File: config.mk
export PLATFORM = sky130hd
export DESIGN_NAME = cmode_tx
export DESIGN_NICKNAME = d
export VERILOG_FILES = /design/src/rtl/cmode_tx.sv
export SDC_FILE = /design/constraint.sdc
export NUM_CORES = 1
export LEC_CHECK = 0
export BUFFER_PORTS_ARGS = -buffer_cell sky130_fd_sc_hd__buf_4
export CAP_MARGIN = 20
export CORE_AREA = 2 2 48 45
export DETAILED_ROUTE_END_ITERATION = 8
export DIE_AREA = 0 0 50 47
export PLACE_DENSITY = 0.84
export SKIP_CTS_REPAIR_TIMING = 1
export SYNTH_ARGS = -nofsm -noshare
export SYNTH_HDL_FRONTEND = slang
export SYNTH_SLANG_ARGS = --single-unit
File: constraint.sdc
create_clock -name sysclk -period 2.1 [get_ports sysclk]
set_input_delay 0.42 -clock sysclk [delete_from_list [all_inputs] [get_ports sysclk]]
set_output_delay 0.42 -clock sysclk [all_outputs]
set_load 0.005 [all_outputs]
File: src/rtl/cmode_tx.sv
// Serial mode-word transmitter: start, MSB-first data, optional parity, stop, with a mid-bit bclko strobe.
// Define CMODE_TX_PARITY_EN to include the even-parity bit in each frame.
module cmode_tx #(
    parameter int DATA_W     = 8,
    parameter int BIT_CYCLES = 4
) (
    input  logic              sysclk,
    input  logic              rst_n,
    input  logic [DATA_W-1:0] mode_data,
    input  logic              mode_valid,
    output logic              mode_ready,
    output logic              cmode,
    output logic              bclko,
    output logic              busy
);

    localparam int CW = (BIT_CYCLES > 1) ? $clog2(BIT_CYCLES) : 1;
    localparam int BW = (DATA_W > 1) ? $clog2(DATA_W) : 1;
    localparam logic [CW-1:0] CNT_LAST = CW'(BIT_CYCLES - 1);
    localparam logic [CW-1:0] CNT_HALF = CW'(BIT_CYCLES / 2);
    localparam logic [BW-1:0] BIT_LAST = BW'(DATA_W - 1);

    typedef enum logic [2:0] {
        IDLE   = 3'd0,
        START  = 3'd1,
        DATA   = 3'd2,
`ifdef CMODE_TX_PARITY_EN
        PARITY = 3'd3,
`endif
        STOP   = 3'd4
    } state_t;

    state_t            state;
    state_t            next_state;
    logic [CW-1:0]     cnt;
    logic [BW-1:0]     bit_idx;
    logic [DATA_W-1:0] shift;
`ifdef CMODE_TX_PARITY_EN
    logic              parity_bit;
`endif
    logic              accept;
    logic              bit_end;
    logic              cmode_d;
    logic              bclko_d;
    logic              busy_d;

    assign accept  = mode_valid && mode_ready;
    assign bit_end = (cnt == CNT_LAST);

    // Outputs are registered from the current state, so the line lags the FSM by one cycle.
    always_ff @(posedge sysclk) begin
        if (!rst_n) begin
            state      <= IDLE;
            cnt        <= '0;
            bit_idx    <= '0;
            shift      <= '0;
`ifdef CMODE_TX_PARITY_EN
            parity_bit <= 1'b0;
`endif
            mode_ready <= 1'b0;
            cmode      <= 1'b1;
            bclko      <= 1'b0;
            busy       <= 1'b0;
        end else begin
            state      <= next_state;
            mode_ready <= (next_state == IDLE);
            cmode      <= cmode_d;
            bclko      <= bclko_d;
            busy       <= busy_d;

            if (state == IDLE || bit_end) begin
                cnt <= '0;
            end else begin
                cnt <= cnt + 1'b1;
            end

            if (state != DATA) begin
                bit_idx <= '0;
            end else if (bit_end) begin
                bit_idx <= (bit_idx == BIT_LAST) ? '0 : bit_idx + 1'b1;
            end

            if (accept) begin
                shift <= mode_data;
            end else if (state == DATA && bit_end) begin
                shift <= shift << 1;
            end

`ifdef CMODE_TX_PARITY_EN
            if (accept) begin
                parity_bit <= ^mode_data;
            end
`endif
        end
    end

    always_comb begin
        next_state = state;
        case (state)
            IDLE:   if (accept)  next_state = START;
            START:  if (bit_end) next_state = DATA;
            DATA: begin
                if (bit_end && bit_idx == BIT_LAST) begin
`ifdef CMODE_TX_PARITY_EN
                    next_state = PARITY;
`else
                    next_state = STOP;
`endif
                end
            end
`ifdef CMODE_TX_PARITY_EN
            PARITY: if (bit_end) next_state = STOP;
`endif
            STOP:   if (bit_end) next_state = IDLE;
            default: next_state = IDLE;
        endcase
    end

    always_comb begin
        cmode_d = 1'b1;
        case (state)
            START:  cmode_d = 1'b0;
            DATA:   cmode_d = shift[DATA_W-1];
`ifdef CMODE_TX_PARITY_EN
            PARITY: cmode_d = parity_bit;
`endif
            default: cmode_d = 1'b1;
        endcase
        bclko_d = (state != IDLE) && (cnt >= CNT_HALF);
        busy_d  = (state != IDLE);
    end

endmodule

==> summary.md, run 1 <==
| Metric | Value |
|---|---|
| Status | finished clean |
| Area contributors post-synth | dfxtp_1, a311oi_2, nand2_1 |
| Initial core utilization | 50.5% |
| Die width | 50 um |
| Commonest cells in the netlist | dfxtp_1, nand2_1, nor3_1 |
| H-tree levels | 1 |
| Critical Path RT | 2.30 ns |
| Actual slew at the worst max-slew pin | 0.485 ns |
| Reg2reg setup slack | 0.41 ns |
| Remaining Overflow, GRT | 0 |
| Gr usage total | 18.7% |
| Netlist cell types | 30 |
| Synthesis-stage register bit count | 20 |
| Final ANT Viol Nets | 0 |
| Worst-Skew Late Latency | 0.31 ns |
| Register area share after synthesis | 42.7% |
| Share of cells above drive strength 1 | 25.4% |
| Placed cell count | 135 |
| HPWL Detailed | 1440 um |
| Synthesized instance count | 99 |
| Clock sinks | 20 |
| RSZ-0062 raised after global routing | no |
| CTS tree | built |
| Critical path's largest stage delay | 0.52 ns |
| N_diodes | 0 |
| Most common cell in the netlist | dfxtp_1 |
| Post-Route WL | 1880 um |
| Vias per Instance | 5.37 |
| Hold Path Class | in2reg |
| FMAX | 590 MHz |
| Pwr dens | 670 nW/um2 |
| Post-synth ARST share | 0% |
| Reg clk slew, reported paths | 0.12 ns |
| Core outline area | 1860 um2 |
| Final period utilization | 80.7% |
| Static Leak | 0.429 nW |
| Grt met1 use | 21.8% |
| TritonCTS Buffers | 3 |
| DR WL/cell | 13.5 um |
| Cell taking the most area after synthesis | dfxtp_1 |
| Setup crit start kind | flip-flop |
| Area grow syn2layout | 16.1% |
| First-pass GRT wire length | 3080 um |
| Vias in the first global route | 688 |
| # setup viols final | 0 |
| Worst Skew | 0.0117 ns |
| Peak supply drop | 0.426 mV |
| Tmin final | 1.69 ns |
| Crit end category | flip-flop |
| Maximum Capacitance Violations | 0 |
| Post-route DRC | 0 |
| Ys Warns | 0 |
| Slew Limit Fails | 0 |
| Destination of the worst hold path | shift[0] |
| Post-synth EDFFs | 0 |
| Primary FF master, synth | dfxtp_1 |
| Clk buf depth | 2 |
| R2R Path End | mode_ready |
| Synth Net Count | 114 |
| Setup TNS | 0 ns |
| Critical-path cell list | ha_1 -> or3b_2 -> o311a_1 -> o221a_2 |
| CP max FO | 11 |
| Crit path DAT | 1.89 ns |
| DIE HEIGHT | 47 um |
| WS Path Type | reg2reg |
| Layout Cells excl Fill | 139 |
| GRT met2 Usage | 29.5% |
| Top cell type's share of synthesized area | 42.7% |
| IO buf count | 14 |
| First-pass DRT Iterations | 4 |
| Hold Crit Depth | 2 |
| Slew Limit Headroom | 67.4% |
| Final hold viol count | 0 |
| Placer Congestion | 0.729 |
| Post-synthesis cell area | 938 um2 |
| Root Driver | clkbuf_4 |
| Largest net degree at the start of global routing | 17 |
| # rows | 15 |
| Hold_sp | rst_n |
| CP max stage cell | or3b_2 |
| DR iter-0 viols | 19 |
| Worst-case reg-to-reg path depth | 4 |
| # IOs | 15 |
| Avg Cell Area, Syn | 9.48 um2 |
| RR Startpoint | cnt[0] |
| Die area | 2350 um2 |
| Initial antenna violation count | 0 |
| Met3 GRT Util | 6.05% |
| Nets@finish | 130 |
| Vias | 746 |
| Layer with the highest usage | met2 |
[how the worst max path moves through the flow]
| stage | from | end | slack (ns) | cells after the start |
|---|---|---|---|---|
| 2_1_floorplan | cnt[0] | mode_ready | 0.48 | 5 |
| 3_3_place_gp | cnt[0] | mode_ready | 0.47 | 4 |
| 3_5_place_dp | cnt[0] | mode_ready | 0.42 | 4 |
| 4_1_cts | cnt[0] | mode_ready | 0.40 | 4 |
| 5_1_grt | cnt[0] | shift[4] | 0.28 | 4 |
| 6_report | cnt[0] | mode_ready | 0.41 | 4 |
[report_power, final]
part	switching, mW	internal [mW]
clock network	0.120	0.106
registers	0.0116	0.397
logic	0.0475	0.0477
[state kept, by name (all words and copies together) (netlist names)]
signal	count
bit_idx	3
busy	1
state	3
bclko	1
cnt	2
shift	8
cmode	1
mode_ready	1
[per-stage QoR]
stage          power, mW  setup slack (ns)  cell area [um2]  hold slack, ns  util, %
6_report           0.730             0.406             1090           0.361     58.7
5_1_grt            0.766             0.284             1090           0.365     58.7
4_1_cts            0.731             0.397             1090           0.366     58.7
3_5_place_dp       0.513             0.419             1050           0.461     56.7
3_3_place_gp       0.507             0.475             1050           0.436     56.7
2_1_floorplan      0.480             0.475              938           0.427        -
[placed cells by master (no fill, tap or decap), types with 2 or more instances in the layout]
cell | netlist | final
a21oi_1 | 3 | 3
a311oi_2 | 7 | 7
buf_4 | 0 | 16
clkbuf_4 | 0 | 3
dfxtp_1 | 20 | 20
ha_1 | 4 | 4
inv_1 | 4 | 4
mux2i_1 | 2 | 2
nand2_1 | 18 | 18
nor2_1 | 5 | 5
nor2b_1 | 3 | 3
nor3_1 | 10 | 10
nor3b_1 | 2 | 2
[layout make-up]
cell class / instances / area, um2
clock buffer: 4 / 36.3
multi-input combinational: 70 / 487
inverter: 4 / 15.0
timing repair buffer: 16 / 120
tap: 25 / 31.3
fill: 164 / 768
sequential: 20 / 400
[critical path: cells and delay by family, from the launching register on]
| kind | cells | cell delay [ns] |
|---|---|---|
| AOI/OAI and AO/OA | 2 | 0.41 |
| adders and majority gates | 1 | 0.33 |
| and+or+nand+nor | 1 | 0.52 |
| DFF | 1 | 0.34 |
[logic make-up after synthesis]
family	after synthesis	synth area share, %
simple gates	47	25.6
flops	20	42.7
compound gates	17	18.8
buf+inv	9	5.47
fa+ha+maj	4	5.33
mux	2	2.13
[per-layer routing]
metal	part of all wire (%)	up-vias
met5	0	-
met3	3.6	2
met1	44	349
met2	51	12
li1	-	383
met4	1.4	0
(Power assumes the default switching activity.)
==> run 2: changes to the inputs <==
==> constraint.sdc (replaced) <==
create_clock -name sysclk -period 1.6 [get_ports sysclk]
set_input_delay 0.32 -clock sysclk [delete_from_list [all_inputs] [get_ports sysclk]]
set_output_delay 0.32 -clock sysclk [all_outputs]
set_load 0.005 [all_outputs]
==> run 2 against run 1 <==
Compared with the run above: worst hold slack worse by 0.082 ns; routed wire length is 9.0% lower; first-iteration DRC count is 37% lower; critical endpoint unchanged; cell count stayed put; clock-buffer cell count is 1 lower; clock power hardly changed; fmax is 11% higher; die area stayed put.
==> summary.md, run 2 (same netlist as run 1, synthesis figures left out) <==
| Metric | Value |
|---|---|
| First-pass GRT wire length | 2760 um |
| Vias in the first global route | 660 |
| First-pass DRT Iterations | 4 |
| Most frequent cells in the layout | dfxtp_1, nand2_1, buf_4, nor3_1, a311oi_2 |
| CP max stage cell | or3b_2 |
| DR WL/cell | 12.3 um |
| H-tree levels | 1 |
| RSZ-0062 raised after global routing | no |
| Tmin final | 1.53 ns |
| Slew Limit Fails | 0 |
| CTS tree | built |
| Hold Path Class | in2reg |
| Setup crit start kind | flip-flop |
| # rows | 15 |
| Peak supply drop | 0.676 mV |
| Critical Path RT | 1.79 ns |
| FMAX | 654 MHz |
| Most common cell after layout, fill and taps aside | dfxtp_1 |
| Nets@finish | 131 |
| Static Leak | 0.424 nW |
| DR iter-0 viols | 12 |
| Number of flip-flops in the largest register | 8 |
| Root Driver | clkbuf_4 |
| Reg clk slew, reported paths | 0.10 ns |
| DIE HEIGHT | 47 um |
| Core Util, Final | 59.1% |
| Setup TNS | 0 ns |
| R2R Path End | mode_ready |
| Initial antenna violation count | 0 |
| Die width | 50 um |
| N_diodes | 0 |
| Reg2reg setup slack | 0.07 ns |
| Final hold viol count | 0 |
| Core outline area | 1860 um2 |
| Placed Area | 1060 um2 |
| Area grow syn2layout | 17.1% |
| Post-Route WL | 1710 um |
| Destination of the worst hold path | shift[0] |
| Remaining Overflow, GRT | 0 |
| # IOs | 15 |
| # setup viols final | 0 |
| Worst-Skew Late Latency | 0.29 ns |
| Hold_sp | rst_n |
| Critical-path cell list | ha_4 -> or3b_2 -> o311a_1 -> o221a_2 |
| RR Startpoint | cnt[1] |
| TritonCTS Buffers | 3 |
| Share of cells above drive strength 1 | 27.2% |
| Vias | 759 |
| CP max FO | 6 |
| WS Path Type | reg2reg |
| Hold Crit Depth | 2 |
| Crit end category | flip-flop |
| Clk buf depth | 2 |
| Pwr dens | 811 nW/um2 |
| Die area | 2350 um2 |
| Slew Limit Headroom | 69.4% |
| IO buf count | 14 |
| Register with the most flip-flops | shift |
| Initial core utilization | 50.5% |
| Worst-case reg-to-reg path depth | 4 |
| Final period utilization | 95.6% |
| Largest net degree at the start of global routing | 17 |
| Regs by FF count | shift x8, bit_idx x3, state x3 |
| HPWL Detailed | 1320 um |
| Crit path DAT | 1.72 ns |
| Maximum Capacitance Violations | 0 |
| Post-route DRC | 0 |
| Finished Cell Area | 1100 um2 |
| Worst Skew | 0.00170 ns |
| Actual slew at the worst max-slew pin | 0.455 ns |
| Vias per Instance | 5.46 |
| Clock sinks | 20 |
| Critical path's largest stage delay | 0.47 ns |
| Gr usage total | 16.1% |
| Status | finished clean |
| Placer Congestion | 0.778 |
| Final ANT Viol Nets | 0 |
[run 2: how the worst max path moves through the flow]
| stage | from | to | slack (ns) |
|---|---|---|---|
| after floorplan | cnt[0] | mode_ready | 0.02 |
| after global placement | cnt[0] | mode_ready | 0.1 |
| after detailed placement | cnt[0] | mode_ready | 0.07 |
| after CTS | cnt[0] | mode_ready | 0.05 |
| after global routing | cnt[1] | mode_ready | 0.01 |
| final | cnt[1] | mode_ready | 0.07 |
[run 2: area by class of cell]
type | instances | area [um2]
Timing Repair Buffer | 17 | 128
Fill cell | 171 | 759
Clock buffer | 3 | 22.5
Sequential cell | 20 | 400
Tap cell | 25 | 31.3
Inverter | 4 | 15.0
Multi-Input combinational cell | 70 | 502
[run 2: power by group]
group,leakage [nW],internal [mW],switching (mW)
Combinational,0.247,0.0643,0.0607
Sequential,0.163,0.521,0.0158
Clock,0.0138,0.0877,0.141
Total,0.424,0.673,0.218
[run 2: per-stage QoR]
stage	hold WS [ns]	setup WS (ns)	cells	total power, mW
2_1_floorplan	0.431	0.0231	99	0.630
3_3_place_gp	0.440	0.0952	136	0.666
6_report	0.279	0.0708	139	0.891
5_1_grt	0.275	0.0109	139	0.940
4_1_cts	0.274	0.0537	139	0.895
3_5_place_dp	0.453	0.0693	136	0.672
[run 2: per-layer routing]
layer	wire [um]	track usage [%]
met4	7	3.33
met5	0	0
met2	815	29.2
met3	69	5.73
met1	816	18.6
[run 2: worst max-delay path: cells and delay by family (launching register included)]
kind / cells / cell delay (ns)
and+or+nand+nor: 1 / 0.47
adders and majority gates: 1 / 0.19
DFF: 1 / 0.36
AOI/OAI and AO/OA: 2 / 0.40
